File: config.mk
export PLATFORM = sky130hd
export DESIGN_NAME = mem_stage_ctrl
export DESIGN_NICKNAME = d
export VERILOG_FILES = /design/src/rtl/mem_stage_ctrl_pkg.sv /design/src/rtl/sat_counter.sv /design/src/rtl/mem_stage_ctrl.sv
export SDC_FILE = /design/constraint.sdc
export NUM_CORES = 1
export LEC_CHECK = 0
export BUFFER_PORTS_ARGS = -buffer_cell sky130_fd_sc_hd__buf_2
export CAP_MARGIN = 40
export CORE_ASPECT_RATIO = 1.4
export CORE_MARGIN = 2
export CORE_UTILIZATION = 54
export DETAILED_ROUTE_END_ITERATION = 8
export GPL_TIMING_DRIVEN = 1
export HOLD_SLACK_MARGIN = 0.1
export PLACE_DENSITY = 0.85
export SETUP_SLACK_MARGIN = 0.15
export SLEW_MARGIN = 10
export SYNTH_ARGS = -nofsm -noshare
export SYNTH_HDL_FRONTEND = slang
export SYNTH_SLANG_ARGS = --single-unit
File: constraint.sdc
create_clock -name clk -period 5.9 [get_ports clk]
set_clock_uncertainty 0.15 [all_clocks]
set_input_delay 0.59 -clock clk [delete_from_list [all_inputs] [get_ports clk]]
set_output_delay 0.59 -clock clk [all_outputs]
set_load 0.05 [all_outputs]
File: src/rtl/mem_stage_ctrl_pkg.sv
// rtl/mem_stage_ctrl_pkg.sv - shared types and helpers for the MEM-stage memory controller
package mem_stage_ctrl_pkg;

    typedef enum logic [1:0] {
        IDLE = 2'd0,
        BUSY = 2'd1,
        RESP = 2'd2
    } state_t;

    // Number of low address bits that must be zero for a word-aligned access.
    function automatic int alignBits(input int dataW);
        return $clog2(dataW / 8);
    endfunction

    // A width of 64 makes the shift wrap to zero, so the mask still comes out all-ones.
    function automatic logic [63:0] satInc(input logic [63:0] value, input int width);
        logic [63:0] maxVal;
        maxVal = (64'd1 << width) - 64'd1;
        return (value >= maxVal) ? maxVal : value + 64'd1;
    endfunction

endpackage

File: src/rtl/sat_counter.sv
// rtl/sat_counter.sv - saturating event counter that sticks at all-ones
module sat_counter
    import mem_stage_ctrl_pkg::*;
#(
    parameter int WIDTH = 16
) (
    input  logic             clk,
    input  logic             rst,
    input  logic             inc,
    output logic [WIDTH-1:0] count
);

    always_ff @(posedge clk) begin
        if (rst) begin
            count <= '0;
        end else if (inc) begin
            count <= WIDTH'(satInc(64'(count), WIDTH));
        end
    end

endmodule

File: src/rtl/mem_stage_ctrl.sv
// rtl/mem_stage_ctrl.sv - issues MEM-stage loads/stores once to a multi-cycle memory and stalls until done
module mem_stage_ctrl
    import mem_stage_ctrl_pkg::*;
#(
    parameter int DATA_W  = 16,
    parameter int ADDR_W  = 16,
    parameter int CNT_W   = 16,
    parameter int TIMEOUT = 0
) (
    input  logic              clk,
    input  logic              rst,
    input  logic              memRead,
    input  logic              memWrite,
    input  logic [ADDR_W-1:0] addr,
    input  logic [DATA_W-1:0] writeData,
    output logic [DATA_W-1:0] readData,
    output logic              stallOut,
    output logic              errOut,
    output logic [CNT_W-1:0]  hitCount,
    output logic [CNT_W-1:0]  missCount,
    output logic              memRd,
    output logic              memWr,
    output logic [ADDR_W-1:0] memAddr,
    output logic [DATA_W-1:0] memDataIn,
    input  logic [DATA_W-1:0] memDataOut,
    input  logic              memDone,
    input  logic              memStall,
    input  logic              memCacheHit,
    input  logic              memErr
);

    localparam int ALIGN = alignBits(DATA_W);
    localparam logic [ADDR_W-1:0] ALIGN_MASK = ADDR_W'((1 << ALIGN) - 1);
    localparam int TO_W = (TIMEOUT < 2) ? 1 : $clog2(TIMEOUT + 1);
    localparam logic [TO_W-1:0] TO_LAST = TO_W'((TIMEOUT == 0) ? 0 : TIMEOUT - 1);

    state_t            state;
    logic [ADDR_W-1:0] addrReg;
    logic [DATA_W-1:0] dataReg;
    logic              isRead;
    logic [TO_W-1:0]   toCnt;

    logic request;
    logic badReq;
    logic issue;
    logic doneAccept;
    logic unusedStall;

    // The memory only sees requests while this FSM is idle, so its stall flag never gates issue.
    assign unusedStall = memStall;

    always_comb begin
        request    = memRead | memWrite;
        badReq     = (memRead & memWrite) | (|(addr & ALIGN_MASK));
        issue      = (state == IDLE) && request && !badReq && !rst;
        doneAccept = memDone && (issue || (state == BUSY));
    end

    // Strobes and address are live in the issue cycle so the memory may answer in that same cycle.
    assign stallOut  = request && (state != RESP);
    assign memRd     = issue & memRead;
    assign memWr     = issue & memWrite;
    assign memAddr   = issue ? addr : addrReg;
    assign memDataIn = issue ? writeData : dataReg;

    always_ff @(posedge clk) begin
        if (rst) begin
            state    <= IDLE;
            readData <= '0;
            errOut   <= 1'b0;
            addrReg  <= '0;
            dataReg  <= '0;
            isRead   <= 1'b0;
            toCnt    <= '0;
        end else begin
            case (state)
                IDLE: begin
                    if (request) begin
                        if (badReq) begin
                            errOut   <= 1'b1;
                            readData <= '0;
                            state    <= RESP;
                        end else begin
                            addrReg <= addr;
                            dataReg <= writeData;
                            isRead  <= memRead;
                            toCnt   <= '0;
                            if (memDone) begin
                                if (memRead) readData <= memDataOut;
                                errOut <= memErr;
                                state  <= RESP;
                            end else begin
                                state <= BUSY;
                            end
                        end
                    end
                end
                BUSY: begin
                    if (memDone) begin
                        if (isRead) readData <= memDataOut;
                        errOut <= memErr;
                        state  <= RESP;
                    end else begin
                        toCnt <= toCnt + 1'b1;
                        if ((TIMEOUT != 0) && (toCnt == TO_LAST)) begin
                            errOut <= 1'b1;
                            state  <= RESP;
                        end
                    end
                end
                RESP: begin
                    errOut <= 1'b0;
                    state  <= IDLE;
                end
                default: state <= IDLE;
            endcase
        end
    end

    sat_counter #(.WIDTH(CNT_W)) uHitCounter (
        .clk   (clk),
        .rst   (rst),
        .inc   (doneAccept & memCacheHit),
        .count (hitCount)
    );

    sat_counter #(.WIDTH(CNT_W)) uMissCounter (
        .clk   (clk),
        .rst   (rst),
        .inc   (doneAccept & ~memCacheHit),
        .count (missCount)
    );

endmodule

* Word-level counts from Yosys, hierarchy flattened
Index checks and enable logic that the tools add are counted.
** Word-level totals
- Register bits after elaboration :: 84
- Input bits :: 56
- Output and inout port bits :: 84
- Word-level logic and storage cells :: 64
** Operators by class
- $add $sub $neg :: 2
- Magnitude comparators :: 2
- Equality and inequality tests :: 8
- Mux-type cells :: 20
- Bitwise logic cells :: 9
- Reductions and logical operators :: 15
** Operator list (number)
- 2-to-1 mux 16 bit :: 10
- adder 16 x 1 -> 16 bit, second input constant :: 2
- greater-or-equal comparator 16 bit, second input constant :: 2
- one-hot mux 16 bit (2 select lines) :: 1
- 2-to-1 mux 2 bit :: 4
- inequality test 2 bit, second input constant :: 4
- inequality test 3 bit, second input constant :: 2
- AND reduction 6 bit :: 1
- AND 1 bit :: 5
- logical AND 1 bit :: 5
- one-hot mux 2 bit (2 select lines) :: 1
- AND reduction 2 bit :: 2
- 2-to-1 mux 1 bit :: 3
- one-hot mux 1 bit (3 select lines) :: 1
- AND reduction 3 bit :: 1
- nonzero test 3 bit :: 1
- == test 2 x 1 -> 1 bit, second input constant :: 1
- == test 2 bit, second input constant :: 1
- zero test 1 bit :: 2
- zero test 2 bit :: 1
- inverter 1 bit :: 2
- bitwise OR 1 bit :: 2
- nonzero test 2 bit :: 1
- logical OR 1 bit :: 1

* Longest topological paths before layout
- Depth after elaboration :: 8
- Depth in mapped cells :: 9
- Depth with buffers taken out :: 7

* Modules after synthesis
Synthesis repeated with hierarchy kept, for this count alone.
** Unflattened totals
- Cell total of the unflattened synthesis :: 404
- Area, all modules :: 3990.1 um^2
** Modules (own cells, without submodules)
- mem_stage_ctrl :: instances 1, cells an instance 224, area an instance 2366.0 um^2, seq. area each 1041.0 um^2
- sat_counter :: instances 2, cells an instance 90, area an instance 812.0 um^2, seq. area each 320.3 um^2

* Least setup slack after synthesis
No wires, ideal clock.
- Path type :: register to output
- Start :: register state[0]
- End :: output memAddr[4]
- Arrival :: 2.159 ns
- Data required time :: 5.160 ns
- Slack :: 3.001 ns
- Cell stages (with the launch flop) :: 9
- Buffers on the path :: 2
- Cells stage by stage :: dfxtp_1 > inv_1 > ha_1 > nor2b_1 > and2_1 > clkbuf_1 > nand2_1 > buf_1 > mux2_1
** On the way
- Longest elaborated chain between the ends :: 5
** RTL lines
- start: declaration :: RTL line mem_stage_ctrl.sv:37 : state_t state;
- start signal: assignment :: RTL line mem_stage_ctrl.sv:68 : state <= IDLE;
- start signal: assignment :: RTL line mem_stage_ctrl.sv:82 : state <= RESP;
- start signal: assignment :: RTL line mem_stage_ctrl.sv:91 : state <= RESP;
- zero test 2 bit :: RTL line mem_stage_ctrl.sv:55 : issue = (state == IDLE) && request && !badReq && !rst;
- logical AND 1 bit (3 in series) :: RTL line mem_stage_ctrl.sv:55
- 2-to-1 mux 16 bit :: RTL line mem_stage_ctrl.sv:63 : assign memAddr = issue ? addr : addrReg;
- end: declaration :: RTL line mem_stage_ctrl.sv:23 : output logic [ADDR_W-1:0] memAddr,
No other way between the ends.

* Final worst setup path
- Start :: register state[0]
- End :: output memDataIn[5]
** On the way
- Longest elaborated chain between the ends :: 5
** RTL lines
- zero test 2 bit :: RTL line mem_stage_ctrl.sv:55
- logical AND 1 bit (3 in series) :: RTL line mem_stage_ctrl.sv:55
- 2-to-1 mux 16 bit :: RTL line mem_stage_ctrl.sv:64 : assign memDataIn = issue ? writeData : dataReg;
- end: declaration :: RTL line mem_stage_ctrl.sv:24 : output logic [DATA_W-1:0] memDataIn,
No other way between the ends.

==> summary.txt <==
Floorplanning
  – Die area: 0.00813 sq mm
  – I/O pin cnt: 140
  – Core Box Area: approximately 0.0073 sq mm
  – Die Wd: 76.8 um
  – Initial Utilization: 0.551
  – Site Rows: 37
  – Die Y: ~110 um

Critical path
  – Critical Path RT: 5.16 ns
  – Type of the worst setup path: reg2out
  – Data arrival, critical path: 2.86 ns
  – CP dominant cell by count: buf_4
  – Worst path max stage delay: 0.38 ns
  – RR Endpoint: uMissCounter.count[15]
  – Worst setup EP type: primary output
  – Worst-path fanout max: 35
  – CP max-delay cell: mux2_1
  – FF-to-FF path depth: 7
  – CP Cell Sequence: inv_1 > ha_1 > nor2b_1 > and2_1 > buf_4 > nand2_1 > buf_4 > mux2_1 > buf_2
  – CP Launch Type: flop
  – Worst reg-to-reg setup slack: 2.95 ns
  – Crit Reg-Reg Startpoint: state[0]

Route
  – Final ANT Viol Nets: 0
  – Final wirelength: 10.1 mm
  – Post-DR wirelength/cell: between 10 and 15 um
  – Drt drc: 0
  – Number of DRC markers in iteration 0: 176
  – Drt pass-1 iters: 5
  – Routed vias: 4056
  – Via density: 5.63

Min path
  – Hold path cells: 2
  – HP Class: reg2reg
  – Worst hold start: readData[2]
  – WHS Endpoint: readData[2]

Placement
  – DP Wirelength: approximately 7.1 mm
  – Placed cell area: 0.00475 sq mm
  – GPL Wtd Cong: 0.893
  – Number of port buffers: roughly 140

Power
  – Seq pwr share: 0.451
  – Psw: 420 uW
  – Int Pwr: 915 uW
  – Final Power: around 1300 uW
  – Combinational Power Share: 0.206
  – Clock share of power: 0.344
  – Peak VDD IR: between 0.2 and 0.25 mV
  – Sw frac: 0.315
  – Pleak: 0.00216 uW
  – Pwr/cell area: 269 mW/mm^2

Layout
  – Fin nets: 680
  – Fillers: between 600 and 700
  – Share of cells above drive strength 1: 0.294
  – Area of the multi-input gates: ~0.0022 sq mm
  – Register area: roughly 0.0017 sq mm
  – Layout Area Growth over Synthesis: 24.1%
  – Ant diodes: 0
  – Cell area after layout: just under 0.005 sq mm
  – Commonest non-fill, non-tap cell in the layout: buf_2
  – Most frequent cells in the layout: 138 x buf_2, 105 x nand2_1, 84 x dfxtp_1

Timing
  – Final setup viols: 0
  – Setup TNS: 0 ns
  – Worst hold margin: just over 0.3 ns
  – Slew headroom: 0.389
  – Final Hold Viols: 0
  – Slew Viols, Final: 0
  – RSZ-0062 raised after global routing: false
  – FMAX: 278 MHz
  – Least-Margin Pin Slew: 0.914 ns
  – Fin crit share: 0.610
  – Final min period: 3.60 ns

Synth
  – Simple-gate area share of the yosys netlist: 0.261
  – Async set-reset flop share out of synthesis: 0
  – Sequential-to-total area share from yosys stat: 0.420
  – Post-synth top flop: dfxtp_1
  – Synth Area per Inst: 8.11 sq um
  – Syn_nets: 556
  – Unique masters post-synth: 39
  – Yosys warnings: 0
  – Post-Synth XOR/XNOR Area: 0.00406
  – Largest family of logic cells by synthesized area: simple AND/OR/NAND/NOR gates
  – Post-Synthesis Cell Area: 0.00401 sq mm
  – Post-synthesis adder-cell area fraction: 0.0187
  – Mapped Cells: just under 500
  – Compound-gate portion of the synthesized area: 0.159
  – Seq cells post-synth: 84
  – Post-synthesis mux area share: 0.100
  – Post-synth EDFFs: 0

GRT
  – Vias in the first global route: 3720
  – First-pass GRT wire length: 16.2 mm
  – Antenna violations before repair: 0
  – Gr usage total: 0.243
  – Largest net degree at the start of global routing: 83
  – Grt ovf: 0

Flow run
  – Max-Cap Viols: 0

CTS
  – Clock Sinks: 84
  – Post-cts sizing count: 0
  – Clock tree buffer depth: 2
  – TritonCTS clock tree: yes
  – Clk_lat worst skew: around 0.36 ns
  – CTS buffer count: 9
  – CTS Root Cell: clkbuf_8
  – Hold-fix buffers at CTS: 0
  – # H-tree levels: 3
  – Postcts setup bufs: 0
  – CTS clk-pin slew, worst paths: 0.09 ns

Run status
  – Outcome: finished clean
-- metrics by stage --
stage / utilization / setup slack [ns] / instances
after detailed placement: 0.653 / 2.50 / 704
final: 0.684 / 2.30 / 720
after global placement: 0.651 / 2.52 / 703
after CTS: 0.684 / 2.28 / 720
after global routing: 0.684 / 2.11 / 720
after floorplan: - / 3.00 / 494
-- flip-flops by register name (all words and copies together) (netlist names) --
signal              count
isRead                  1
uHitCounter.count      16
dataReg                16
addrReg                16
errOut                  1
state                   2
uMissCounter.count     16
readData               16
-- metal layers --
| layer | share of wire | track usage |
|---|---|---|
| met4 | 0.014 | 0.108 |
| met2 | 0.51 | 0.421 |
| met5 | 0 | 0 |
| met3 | 0.071 | 0.0637 |
| met1 | 0.41 | 0.279 |
-- worst max-delay path by stage --
stage / start / to
2_1_floorplan: state[0] / memAddr[4]
3_3_place_gp: rst / memAddr[3]
3_5_place_dp: rst / memDataIn[6]
4_1_cts: state[0] / memDataIn[6]
5_1_grt: state[0] / memDataIn[6]
6_report: state[0] / memDataIn[5]
-- power groups by stage --
stage	Clock [uW]	Combinational [uW]	Sequential (uW)
2_1_floorplan	0	176	642
3_3_place_gp	0	267	613
3_5_place_dp	0	274	615
4_1_cts	468	275	602
5_1_grt	486	294	604
6_report	459	275	602
-- critical path: cells and delay by family, from the launching register on --
family        cells  cell delay (ns)
mux               1             0.38
buf+inv           4             0.93
flops             1             0.34
fa+ha+maj         1             0.25
simple gates      3             0.59
-- cells in the mapped netlist, drive strengths merged, types with 2 or more instances --
master / n / share of area
a211oi: 14 / 0.026
a21oi: 65 / 0.081
a311oi: 7 / 0.015
a31oi: 4 / 0.0078
a41oi: 2 / 0.0044
and2: 3 / 0.0047
and3: 10 / 0.016
and4: 10 / 0.022
buf: 4 / 0.0037
clkbuf: 25 / 0.023
dfxtp: 84 / 0.42
ha: 6 / 0.019
inv: 10 / 0.0094
mux2: 33 / 0.093
mux2i: 3 / 0.0075
nand2: 105 / 0.098
nand2b: 2 / 0.0031
nand3: 28 / 0.035
nand4: 7 / 0.011
nor2: 25 / 0.023
nor2b: 3 / 0.0047
nor3: 13 / 0.016
nor4: 5 / 0.0078
nor4b: 2 / 0.0044
o21ai: 10 / 0.012
or4: 4 / 0.0075
-- cell families (layout without fill, tap and decap cells) --
family / count (synthesis) / after routing
xor gates and xnor gates: 1 / 1
buffers and inverters: 39 / 168
and+or+nand+nor: 220 / 220
DFF: 84 / 84
AOI/OAI and AO/OA: 108 / 108
muxes: 36 / 36
adders and majority gates: 6 / 6
-- cell type report --
| class | count | area share |
|---|---|---|
| Multi-Input combinational cell | 371 | 0.438 |
| Sequential cell | 84 | 0.338 |
| Timing Repair Buffer | 142 | 0.146 |
| Clock buffer | 10 | 0.0277 |
| Tap cell | 97 | 0.0244 |
| Clock inverter | 6 | 0.0176 |
| Inverter | 10 | 0.00755 |
(Power assumes the default switching activity.)
